`src/rtl/seg_pkg.sv`:
```
// Shared definitions for the seven-segment display driver: active-low segment
// patterns, converter state encodings and the BCD nibble type.
package seg_pkg;

    localparam logic [6:0] SEG_0     = 7'h40;
    localparam logic [6:0] SEG_1     = 7'h79;
    localparam logic [6:0] SEG_2     = 7'h24;
    localparam logic [6:0] SEG_3     = 7'h30;
    localparam logic [6:0] SEG_4     = 7'h19;
    localparam logic [6:0] SEG_5     = 7'h12;
    localparam logic [6:0] SEG_6     = 7'h02;
    localparam logic [6:0] SEG_7     = 7'h78;
    localparam logic [6:0] SEG_8     = 7'h00;
    localparam logic [6:0] SEG_9     = 7'h10;
    localparam logic [6:0] SEG_BLANK = 7'h7F;

    typedef logic [1:0] state_t;
    localparam state_t IDLE   = 2'd0;
    localparam state_t SHIFT  = 2'd1;
    localparam state_t COMMIT = 2'd2;

    typedef logic [3:0] bcd_t;

    function automatic logic [6:0] seg_decode(input bcd_t nib);
        case (nib)
            4'd0:    seg_decode = SEG_0;
            4'd1:    seg_decode = SEG_1;
            4'd2:    seg_decode = SEG_2;
            4'd3:    seg_decode = SEG_3;
            4'd4:    seg_decode = SEG_4;
            4'd5:    seg_decode = SEG_5;
            4'd6:    seg_decode = SEG_6;
            4'd7:    seg_decode = SEG_7;
            4'd8:    seg_decode = SEG_8;
            4'd9:    seg_decode = SEG_9;
            default: seg_decode = SEG_BLANK;
        endcase
    endfunction

endpackage

```
`src/rtl/bcd_converter.sv`:
```
// Sequential double-dabble binary-to-BCD converter with a one-deep, last-wins
// pending slot for values loaded while a conversion is running.
module bcd_converter #(
    parameter int NUM_DIGITS  = 4,
    parameter int VALUE_WIDTH = 14,
    parameter int MAX_VALUE   = 9999
) (
    input  logic                      MasterClock,
    input  logic                      Reset,
    input  logic [VALUE_WIDTH-1:0]    Value,
    input  logic                      ValueLoad,
    output logic                      Busy,
    output logic [4*NUM_DIGITS-1:0]   Bcd,
    output logic                      Done
);
    import seg_pkg::*;

    localparam int BW    = 4 * NUM_DIGITS;
    localparam int CNT_W = $clog2(VALUE_WIDTH + 1);
    localparam logic [VALUE_WIDTH-1:0] MAX_V = VALUE_WIDTH'(MAX_VALUE);

    state_t                 state;
    logic                   busy_q;
    logic                   pending;
    logic [VALUE_WIDTH-1:0] pend_val;
    logic [VALUE_WIDTH-1:0] load_src;
    logic [VALUE_WIDTH-1:0] load_sat;
    logic [VALUE_WIDTH-1:0] bin;
    logic [BW-1:0]          acc;
    logic [BW-1:0]          acc_adj;
    logic [CNT_W-1:0]       cnt;

    // A fresh strobe in IDLE takes precedence over an older pending value.
    always_comb begin
        load_src = ValueLoad ? Value : pend_val;
        load_sat = (load_src > MAX_V) ? MAX_V : load_src;
    end

    always_comb begin
        acc_adj = acc;
        for (int unsigned i = 0; i < NUM_DIGITS; i++) begin
            if (acc[4*i +: 4] >= 4'd5)
                acc_adj[4*i +: 4] = acc[4*i +: 4] + 4'd3;
        end
    end

    always_ff @(posedge MasterClock) begin
        if (Reset) begin
            state    <= IDLE;
            busy_q   <= 1'b0;
            pending  <= 1'b0;
            pend_val <= '0;
            bin      <= '0;
            acc      <= '0;
            cnt      <= '0;
        end else begin
            case (state)
                IDLE: begin
                    if (ValueLoad || pending) begin
                        bin     <= load_sat;
                        acc     <= '0;
                        cnt     <= '0;
                        busy_q  <= 1'b1;
                        pending <= 1'b0;
                        state   <= SHIFT;
                    end
                end
                SHIFT: begin
                    {acc, bin} <= {acc_adj[BW-2:0], bin, 1'b0};
                    cnt        <= cnt + 1'b1;
                    if (cnt == CNT_W'(VALUE_WIDTH - 1))
                        state <= COMMIT;
                end
                COMMIT: begin
                    busy_q <= 1'b0;
                    state  <= IDLE;
                end
                default: state <= IDLE;
            endcase
            // Leaving COMMIT always passes through IDLE, giving the one-cycle Busy gap.
            if (ValueLoad && state != IDLE) begin
                pend_val <= Value;
                pending  <= 1'b1;
            end
        end
    end

    assign Busy = busy_q;
    assign Bcd  = acc;
    assign Done = (state == COMMIT);

endmodule

```
`src/rtl/seg_display_driver.sv`:
```
// Score display: BCD conversion plus one-digit-per-tick scan of a common-anode
// display. Define LEADING_ZERO_BLANK_EN to blank digits above the top non-zero one.
module seg_display_driver #(
    parameter int NUM_DIGITS  = 4,
    parameter int VALUE_WIDTH = 14,
    parameter int MAX_VALUE   = 9999
) (
    input  logic                   MasterClock,
    input  logic                   Reset,
    input  logic                   ScanTick,
    input  logic [VALUE_WIDTH-1:0] Value,
    input  logic                   ValueLoad,
    output logic                   Busy,
    output logic [NUM_DIGITS-1:0]  Anode,
    output logic [6:0]             Seg,
    output logic                   Dp
);
    import seg_pkg::*;

    localparam int IDX_W = (NUM_DIGITS > 1) ? $clog2(NUM_DIGITS) : 1;
`ifdef LEADING_ZERO_BLANK_EN
    localparam logic [NUM_DIGITS-1:0] BLANK_RST = ~NUM_DIGITS'(1);
`else
    localparam logic [NUM_DIGITS-1:0] BLANK_RST = '0;
`endif

    logic [4*NUM_DIGITS-1:0] conv_bcd;
    logic                    conv_done;
    logic [4*NUM_DIGITS-1:0] disp;
    logic [NUM_DIGITS-1:0]   blank;
    logic [NUM_DIGITS-1:0]   blank_next;
    logic [IDX_W-1:0]        idx;
    logic [IDX_W-1:0]        idx_next;
    logic [NUM_DIGITS-1:0]   anode_next;
    logic [6:0]              seg_next;
    bcd_t                    nib;

    bcd_converter #(
        .NUM_DIGITS  (NUM_DIGITS),
        .VALUE_WIDTH (VALUE_WIDTH),
        .MAX_VALUE   (MAX_VALUE)
    ) u_conv (
        .MasterClock (MasterClock),
        .Reset       (Reset),
        .Value       (Value),
        .ValueLoad   (ValueLoad),
        .Busy        (Busy),
        .Bcd         (conv_bcd),
        .Done        (conv_done)
    );

`ifdef LEADING_ZERO_BLANK_EN
    logic seen_nz;
    always_comb begin
        blank_next = '0;
        seen_nz    = 1'b0;
        for (int unsigned k = 0; k < NUM_DIGITS - 1; k++) begin
            if (conv_bcd[4*(NUM_DIGITS-1-k) +: 4] != 4'd0)
                seen_nz = 1'b1;
            blank_next[NUM_DIGITS-1-k] = !seen_nz;
        end
    end
`else
    always_comb blank_next = '0;
`endif

    always_comb begin
        idx_next = (idx == IDX_W'(NUM_DIGITS - 1)) ? '0 : idx + 1'b1;
        nib      = disp[4*idx_next +: 4];
        anode_next           = '1;
        anode_next[idx_next] = 1'b0;
        seg_next = blank[idx_next] ? SEG_BLANK : seg_decode(nib);
    end

    // Scan reads disp before this edge's commit lands, so digits are never torn.
    always_ff @(posedge MasterClock) begin
        if (Reset) begin
            disp  <= '0;
            blank <= BLANK_RST;
            idx   <= IDX_W'(NUM_DIGITS - 1);
            Anode <= '1;
            Seg   <= SEG_BLANK;
        end else begin
            if (conv_done) begin
                disp  <= conv_bcd;
                blank <= blank_next;
            end
            if (ScanTick) begin
                idx   <= idx_next;
                Anode <= anode_next;
                Seg   <= seg_next;
            end
        end
    end

    assign Dp = 1'b1;

endmodule

```
`config.mk`:
```
export PLATFORM = sky130hd
export DESIGN_NAME = seg_display_driver
export DESIGN_NICKNAME = d
export VERILOG_FILES = /design/src/rtl/seg_pkg.sv /design/src/rtl/bcd_converter.sv /design/src/rtl/seg_display_driver.sv
export SDC_FILE = /design/constraint.sdc
export NUM_CORES = 1
export LEC_CHECK = 0
export ABC_AREA = 1
export CAP_MARGIN = 40
export CORE_UTILIZATION = 30
export CTS_CLUSTER_DIAMETER = 40
export DETAILED_ROUTE_END_ITERATION = 16
export GPL_ROUTABILITY_DRIVEN = 1
export PLACE_DENSITY = 0.47
export SLEW_MARGIN = 20
export SYNTH_ARGS = -nofsm -noshare
export SYNTH_HDL_FRONTEND = slang
export SYNTH_SLANG_ARGS = --single-unit
```
`constraint.sdc`:
```
create_clock -name MasterClock -period 2.1 [get_ports MasterClock]
set_input_delay 0.63 -clock MasterClock [delete_from_list [all_inputs] [get_ports MasterClock]]
set_output_delay 0.63 -clock MasterClock [all_outputs]
set_load 0.02 [all_outputs]
```
# After elaboration in Yosys (flattened, before gate mapping)
# Memories as Yosys holds them, arrays and structs flattened. A register that Yosys moved wholly into a read port is not among the register bits.
# Index checks and enable logic that the tools add are counted.
[word_totals] register_bits=74 mem_bits_ro=112 in_bits=18 out_inout_bits=13 word_cells=68 memories=1
[memory_table] name="(no name shown)" words=16 word_bits=7 read_ports=1 rd_clocked_by_memory_dff=1 write_ports=0 line="seg_pkg.sv:25" source="case (nib)"
[op_classes] addsub=6 magnitude_cmp=7 n_eq_ne=6 shift=1 n_mux=23 bitwise_logic=1 n_reduce_logical=13
[ops] op="$mux 14" count=3
[ops] op="$pmux 16 s2" count=1
[ops] op="$pmux 14 s2" count=1
[ops] op="$ge 4x3->1 const B" count=4
[ops] op="$mux 16" count=1
[ops] op="$mux 4" count=4
[ops] op="$shiftx 16x5->4" count=1
[ops] op="$gt 14x14->1 const B" count=1
[ops] op="$add 4x2->4 const B" count=3
[ops] op="$reduce_bool 2->1" count=5
[ops] op="$pmux 4 s2" count=1
[ops] op="$reduce_and 2->1" count=4
[ops] op="$mux 2" count=3
[ops] op="$mux 1" count=5
[ops] op="$add 4x1->4 const B" count=1
[ops] op="$eq 2x2->1 const B" count=2
[ops] op="$eq 4x4->1 const B" count=1
[ops] op="$ne 2x1->1 const B" count=2
[ops] op="$not 4->4" count=1
[ops] op="$pmux 2 s2" count=1
[ops] op="$add 3x2->3 const B" count=1
[ops] op="$lt 2x3->1 const B" count=1
[ops] op="$mux 3" count=1
[ops] op="$add 2x1->2 const B" count=1
[ops] op="7 further kinds" count=8

# Longest topological paths before layout
# Gate-level depths: netlist of run 1.
[depth] ltp_word=7 depth_mapped=14 depth_no_buf=14

# By module
# A second synthesis of run 1 with hierarchy kept.
[unflattened] hier_cells=557 area_unflattened_um2=4066.4
[by_module_without_submodules] mod="bcd_converter" instances=1 cells_per_inst=347 area_each_um2=2534.9 seq_area_each_um2=1041.0
[by_module_without_submodules] mod="seg_display_driver" instances=1 cells_per_inst=210 area_each_um2=1531.5 seq_area_each_um2=580.6

# Least setup slack after synthesis of run 1
# Ideal clock, no wire load.
[synth_path] kind="reg2reg" from="reg idx[0]" to="reg Seg[1]" setup_time_ns=0.123 arrival_ns=1.778 required_time_ns=1.977 path_slack_ns=0.198 path_stages_with_launch=12 path_buffers=0 synth_period_minus_slack_ns=1.902 cell_sequence="dfxtp_1 inv_2 ha_1 a21oi_1 o21ai_0 nand2_1 inv_1 ha_1 nand2_1 nand3_1 o21ai_1 nand2_1"
[synth_via] elab_chain_len=3 elab_cells_between_ends=4 cone_classes="1 x add/sub; 1 x eq/ne; 1 x shift; 1 x mux"
[synth_lines] item="from (decl)" line="seg_display_driver.sv:32" source="logic [IDX_W-1:0] idx;"
[synth_lines] item="from (signal assigned)" line="seg_display_driver.sv:80" source="idx <= IDX_W'(NUM_DIGITS - 1);"
[synth_lines] item="from (signal assigned)" line="seg_display_driver.sv:89" source="idx <= idx_next;"
[synth_lines] item="$add 2x1->2 / $eq 2x2->1 (equally long branches)" line="seg_display_driver.sv:68" source="idx_next = (idx == IDX_W'(NUM_DIGITS - 1)) ? '0 : idx + 1'b1;"
[synth_lines] item="$mux 2 (*)" line="seg_display_driver.sv:68"
[synth_lines] item="via idx_next[1]" line="seg_display_driver.sv:33" source="logic [IDX_W-1:0] idx_next;"
[synth_lines] item="$shiftx 16x5->4 (*)" line="seg_display_driver.sv:69" source="nib = disp[4*idx_next +: 4];"
[synth_lines] item="to (decl)" line="seg_display_driver.sv:15" source="output logic [6:0] Seg,"
# Mark *: on every way through the listed nets, which the timed path passes. The rest lies on a longest branch.
# A chain may end at the register's enable or synchronous reset.

# Worst setup path after layout of run 1
[layout_path] from="reg Seg[4]" to="out Seg[4]"
# No word-level cell between the ends.

==> summary.md, run 1 <==
| Metric | Value |
|---|---|
| Syn avg cell area | `7.41 um2` |
| Worst vdd ir | `0.289 mV` |
| Run status | `complete, no violations` |
| First-pass GRT wire length | `15,600 um` |
| Critical path launch point type | `flop` |
| FF-to-FF Start | `idx[0]` |
| Routed len/inst | `12.0 um` |
| LEAKAGE | `1.91 nW` |
| PD cells | `785 mW/mm2` |
| DRT Wirelength | `8990 um` |
| Post-CTS Setup Bufs | `0` |
| Post-synth top flop | `dfxtp_1` |
| Clock slew at the register clock pins of the worst setup and hold paths | `60 ps` |
| TritonCTS clock tree | `built` |
| Iteration count of the initial detailed-routing pass | `4` |
| Via count | `3,454` |
| Seq/Total Area, Yosys | `0.412` |
| GR Layer Usage met1 | `0.201` |
| Clock root buffer | `clkbuf_16` |
| Footprint of the multi-input gates | `0.00194 mm2` |
| Post-route ant nets | `0` |
| CTS resizes | `0` |
| Share of cells above drive strength 1 | `0.107` |
| CP max stage delay | `610 ps` |
| Overall global routing resource usage | `0.149` |
| Top cells by count, synth | `130 x nand2_1, 81 x dfxtp_1, 71 x a21oi_1, 49 x inv_1, 40 x o21ai_0` |
| Buf+Inv Stages, Crit Path | `1` |
| CP Max Fanout | `2` |
| Layout Skew | `7.37 ps` |
| Library cells used by synthesis | `36` |
| Non-Filler Instances | `750` |
| CTS Sinks | `81` |
| Met3 Track Usage GR | `0.0285` |
| Remaining global-route overflow | `0` |
| Final Hold Violating Endpoints | `0` |
| Number of synthesized flops with an enable pin | `0` |
| Endpoints failing setup | `0` |
| Critical Path RT | `1470 ps` |
| Yosys warns | `0` |
| Util after Layout | `0.375` |
| Tmin final | `1920 ps` |
| IO Port Bufs | `29` |
| Seq cells post-synth | `81` |
| DIE AREA | `0.0136 mm2` |
| CTS Hold Bufs | `0` |
| Antenna diode count | `0` |
| # IOs | `31` |
| Worst setup EP type | `primary output` |
| Count leader, synth | `nand2_1` |
| Hold path startpoint | `Seg[1]` |
| GP Congestion | `0.779` |
| Core area | `0.0127 mm2` |
| Filler cells | `1,407` |
| Initial DRC Count | `181` |
| Worst setup path start | `Seg[4]` |
| Initial antenna violation count | `0` |
| Die H | `117 um` |
| Share of the synthesized area in the top cell type | `0.412` |
| RSZ-0062 raised after global routing | `no` |
| WP data arrival | `1290 ps` |
| HP Class | `flop to flop` |
| Row Count | `41` |
| FFs w/ async S/R, synth | `0` |
| Slowest CP cell | `clkdlybuf4s50_1` |
| Largest net degree at the start of global routing | `33` |
| Dominant cells by area after synthesis | `dfxtp_1 41%, nand2_1 12%, a21oi_1 9.0%, ha_1 6.4%, o21ai_0 5.1%` |
| Fin area | `0.00477 mm2` |
| Largest area contributor in the netlist | `dfxtp_1` |
| Placed cells | `734` |
| Initial core utilization | `0.309` |
| Cell Area, Synth | `0.00393 mm2` |
| DRC | `0` |
| Mapped Cells | `531` |
| GRT Max-Usage Layer | `met2` |
| Worst-path cell chain | `clkdlybuf4s50_1` |
| Vias in the first global route | `3,298` |
| Total Nets Final | `611` |
| Skew-Pair Late Insertion Delay | `340 ps` |
| Fin crit share | `0.914` |
| DPL Wire Length | `6470 um` |
| Slew Limit Fails | `0` |
| Die W | `117 um` |
| Kind of critical path | `flop to primary output` |
| Routing usage on met2 | `0.225` |
| Placed Area | `0.00448 mm2` |
| Num CTS Buffers | `9` |
| H-Tree Depth | `3` |
| Max clock buf depth | `2` |
| Syn nets | `569` |
| Total power | `3.74 mW` |
| Storage cell area | `0.00162 mm2` |
| Via-to-Cell Ratio | `4.61` |
| Maximum operating frequency | `0.521 GHz` |
| Synth-to-Final Area Change | `21.2%` |
| Maxcap violations | `0` |
| Crit path max-delay family | `buffers and inverters` |
placed cells by master, fill, tap and decap left out, types with 3 or more instances in the layout:
| master | n |
|---|---|
| inv_1 | 49 |
| o211ai_1 | 5 |
| ha_1 | 19 |
| a31oi_1 | 6 |
| clkdlybuf4s50_1 | 28 |
| nor3_1 | 7 |
| o21ai_0 | 40 |
| buf_4 | 27 |
| nand3_1 | 32 |
| nand2_2 | 6 |
| o221ai_1 | 7 |
| nor2_1 | 21 |
| a22oi_1 | 4 |
| o21ai_1 | 4 |
| xor2_1 | 3 |
| clkbuf_16 | 9 |
| nand2_1 | 130 |
| clkinv_2 | 3 |
| dfxtp_1 | 79 |
| a21oi_1 | 71 |
cell type report:
| class | instances | area share |
|---|---|---|
| Clock inverter | 3 | 0.00315 |
| Timing Repair Buffer | 57 | 0.107 |
| Clock buffer | 13 | 0.0546 |
| Inverter | 53 | 0.0423 |
| Sequential cell | 81 | 0.341 |
| Tap cell | 172 | 0.0452 |
| Multi-Input combinational cell | 371 | 0.407 |
stage by stage:
| step | TNS, ps | worst slack [ps] | hold WS [ps] |
|---|---|---|---|
| 5_1_grt | 0 | 0.627 | 483 |
| 4_1_cts | 0 | 109 | 462 |
| 3_5_place_dp | -1580 | -165 | 448 |
| 6_report | 0 | 181 | 460 |
| 3_3_place_gp | -911 | -116 | 447 |
| 2_1_floorplan | 0 | 198 | 432 |
cell families after synthesis:
group                    count (synthesis)  share of synthesized area
other                                    1                   0.000953
buffers and inverters                   79                     0.0961
flip-flops                              81                      0.412
adder cells (fa/ha/maj)                 20                     0.0636
AND/OR/NAND/NOR                        205                      0.219
AO/OA/AOI/OAI                          142                      0.201
XOR/XNOR                                 3                    0.00668
layer usage:
layer | vias to the layer above | wire (um)
met5 | - | 0
li1 | 1839 | -
met3 | 12 | 268
met4 | 0 | 174
met1 | 1556 | 4780
met2 | 47 | 3770
state kept, by name (all words and copies together), names as in the netlist:
register	count
Seg	7
disp	16
u_conv.pending	1
u_conv.Bcd	16
idx	2
u_conv.pend_val	14
u_conv.state	2
u_conv.Busy	1
Anode	4
u_conv.bin	14
u_conv.cnt	4
path summary, 6_finish.rpt:
| kind | slack, ps | cells past startpoint | end |
|---|---|---|---|
| setup / recovery | 180 | 1 | Seg[4] |
| hold / removal | 460 | 2 | Seg[1] |
| setup reg to reg | 260 | 14 | Seg[5] |
| hold reg to reg | 460 | 2 | Seg[1] |
power by group:
group	total (mW)	internal (mW)	switching, mW
logic	0.620	0.256	0.364
registers	1.66	1.61	0.0435
clock network	1.47	0.860	0.606
total	3.74	2.73	1.01
Power figures use the tool's default switching activity.
==> run 2: changes to the inputs <==
--- a/config.mk
+++ b/config.mk
@@ -9,6 +9,7 @@
 export CAP_MARGIN = 40
 export CORE_UTILIZATION = 30
 export CTS_CLUSTER_DIAMETER = 40
+export CTS_CLUSTER_SIZE = 30
 export DETAILED_ROUTE_END_ITERATION = 16
 export GPL_ROUTABILITY_DRIVEN = 1
 export PLACE_DENSITY = 0.47
==> results of run 2 <==
No change in the layout: final DEF, timing and power equal those of run 1.
==> run 3: changes to the inputs <==
--- a/config.mk
+++ b/config.mk
@@ -7,11 +7,13 @@
 export LEC_CHECK = 0
 export ABC_AREA = 1
 export CAP_MARGIN = 40
+export CORE_MARGIN = 2
 export CORE_UTILIZATION = 30
 export CTS_CLUSTER_DIAMETER = 40
 export CTS_CLUSTER_SIZE = 30
 export DETAILED_ROUTE_END_ITERATION = 16
 export GPL_ROUTABILITY_DRIVEN = 1
+export MAX_ROUTING_LAYER = met4
 export PLACE_DENSITY = 0.47
 export SLEW_MARGIN = 20
 export SYNTH_ARGS = -nofsm -noshare
==> run 3 against run 2 <==
Via count is 2.1% higher; combinational power is 4.4% higher; sequential share of layout area is 0.63 points lower; cell area is 1.8% higher; setup slack better by 2.3 ps; first-iteration DRC count is 22% higher; sequential cell count stayed put; wire length is 0.27% higher; die area is 3.5% higher; worst hold slack worse by 1.5 ps; clock-buffer cell count is 2 lower; critical endpoint is now Seg[6].
==> summary.md, run 3 (synthesis gave the netlist of run 1 again) <==
| Metric | Value |
|---|---|
| Initial antenna violation count | `0` |
| Layout Skew | `3.15 ps` |
| Tmin final | `1920 ps` |
| Final worst slack | `183 ps` |
| Met2 wire len | `3800 um` |
| CTS Sinks | `81` |
| Initial core utilization | `0.309` |
| Kind of critical path | `flop to primary output` |
| WP data arrival | `1290 ps` |
| Post-route ant nets | `0` |
| Met3 WL | `259 um` |
| PD cells | `798 mW/mm2` |
| Maxcap violations | `0` |
| Critical Path RT | `1470 ps` |
| RSZ-0062 raised after global routing | `no` |
| Endpoints failing setup | `0` |
| Row Count | `41` |
| Final Hold Violating Endpoints | `0` |
| # IOs | `31` |
| Fin crit share | `0.913` |
| Clock slew at the register clock pins of the worst setup and hold paths | `60 ps` |
| Buf+Inv Stages, Crit Path | `1` |
| Overall global routing resource usage | `0.140` |
| M1 WL | `4770 um` |
| GP Congestion | `0.851` |
| Slew Limit Fails | `0` |
| Run status | `complete, no violations` |
| Share of cells above drive strength 1 | `0.120` |
| Worst-path cell chain | `clkdlybuf4s50_1` |
| IO Port Bufs | `29` |
| Max clock buf depth | `2` |
| TritonCTS clock tree | `built` |
| Initial DRC Count | `220` |
| DIE AREA | `0.0140 mm2` |
| First-pass GRT wire length | `15,600 um` |
| Num CTS Buffers | `9` |
| LEAKAGE | `1.95 nW` |
| H-Tree Depth | `3` |
| Maximum operating frequency | `0.522 GHz` |
| Worst slack, placed | `-140 ps` |
| DPL Wire Length | `6630 um` |
| Antenna diode count | `0` |
| Commonest cells after routing, fill and taps aside | `129 x nand2_1, 80 x dfxtp_1, 71 x a21oi_1` |
| Die H | `119 um` |
| CTS Hold Bufs | `0` |
| Slowest CP cell | `clkdlybuf4s50_1` |
| Critical path launch point type | `flop` |
| Worst vdd ir | `0.366 mV` |
| Total Nets Final | `618` |
| Commonest non-fill, non-tap cell in the layout | `nand2_1` |
| CP Max Fanout | `2` |
| Via count | `3,528` |
| HP Class | `flop to flop` |
| DRT Wirelength | `9020 um` |
| CP max stage delay | `610 ps` |
| Core area | `0.0127 mm2` |
| Crit path max-delay family | `buffers and inverters` |
| Via-to-Cell Ratio | `4.66` |
| Largest net degree at the start of global routing | `33` |
| Clock root buffer | `clkbuf_16` |
| Iteration count of the initial detailed-routing pass | `4` |
| Remaining global-route overflow | `0` |
| DRC | `0` |
| Die W | `119 um` |
| Top sig layer | `met4` |
| Routed len/inst | `11.9 um` |
| Worst setup EP type | `primary output` |
| Vias in the first global route | `3,300` |
| Synth-to-Final Area Change | `23.3%` |
| Setup TNS | `0 ps` |
| Skew-Pair Late Insertion Delay | `340 ps` |
==> run 3: worst paths after layout <==
path / startpoint / end / slack [ps] / cells past startpoint
setup / recovery: Seg[6] / Seg[6] / 180 / 1
hold / removal: Seg[1] / Seg[1] / 460 / 2
setup reg to reg: idx[1] / Seg[5] / 260 / 13
hold reg to reg: Seg[1] / Seg[1] / 460 / 2
==> run 3: layer usage <==
layer	global-route usage	vias to the layer above
met2	0.203	44
met3	0.0285	14
met1	0.189	1606
li1	-	1864
met5	-	-
met4	0.0625	0
==> run 3: where the power goes <==
group	switching (mW)	internal (mW)
sequential	0.0445	1.61
combinational	0.370	0.277
clock	0.622	0.949
==> run 3: through the flow <==
| stage | std cells | power, mW | cell area (um2) | hold WS [ps] | util |
|---|---|---|---|---|---|
| after detailed placement | 741 | 2.33 | 4530 | 447 | 0.356 |
| after CTS | 757 | 3.92 | 4830 | 466 | 0.380 |
| after floorplan | 531 | 2.09 | 3930 | 432 | - |
| after global routing | 757 | 4.08 | 4850 | 484 | 0.381 |
| after global placement | 741 | 2.33 | 4530 | 443 | 0.356 |
| final | 757 | 3.87 | 4850 | 458 | 0.381 |
==> run 3: area by class of cell <==
type	count	area, um2
clock inverters	5	55.1
clock buffers	11	243
inverters	53	201
fillers	1372	7870
multi-input cells	371	1950
well taps	172	215
repair buffers	64	561
flip-flops and latches	81	1620
==> run 3: timing repair <==
item,4_1_cts,5_1_grt
gates resized for setup,0,5
endpoints found under the setup margin,0,7
setup buffers,0,0
hold endpoints to repair,0,0
==> run 3: worst reg2reg max path, cell delays in order (launching register included) <==
cell     delay (ps)
dfxtp_1         380
inv_1           120
ha_4            320
a21oi_1          40
o21ai_0         100
nand2_1         110
buf_4           160
ha_1            170
inv_1            60
nand2_1          60
nand3_1          70
nand2_1          50
nand2_1          60
nand2_1          50
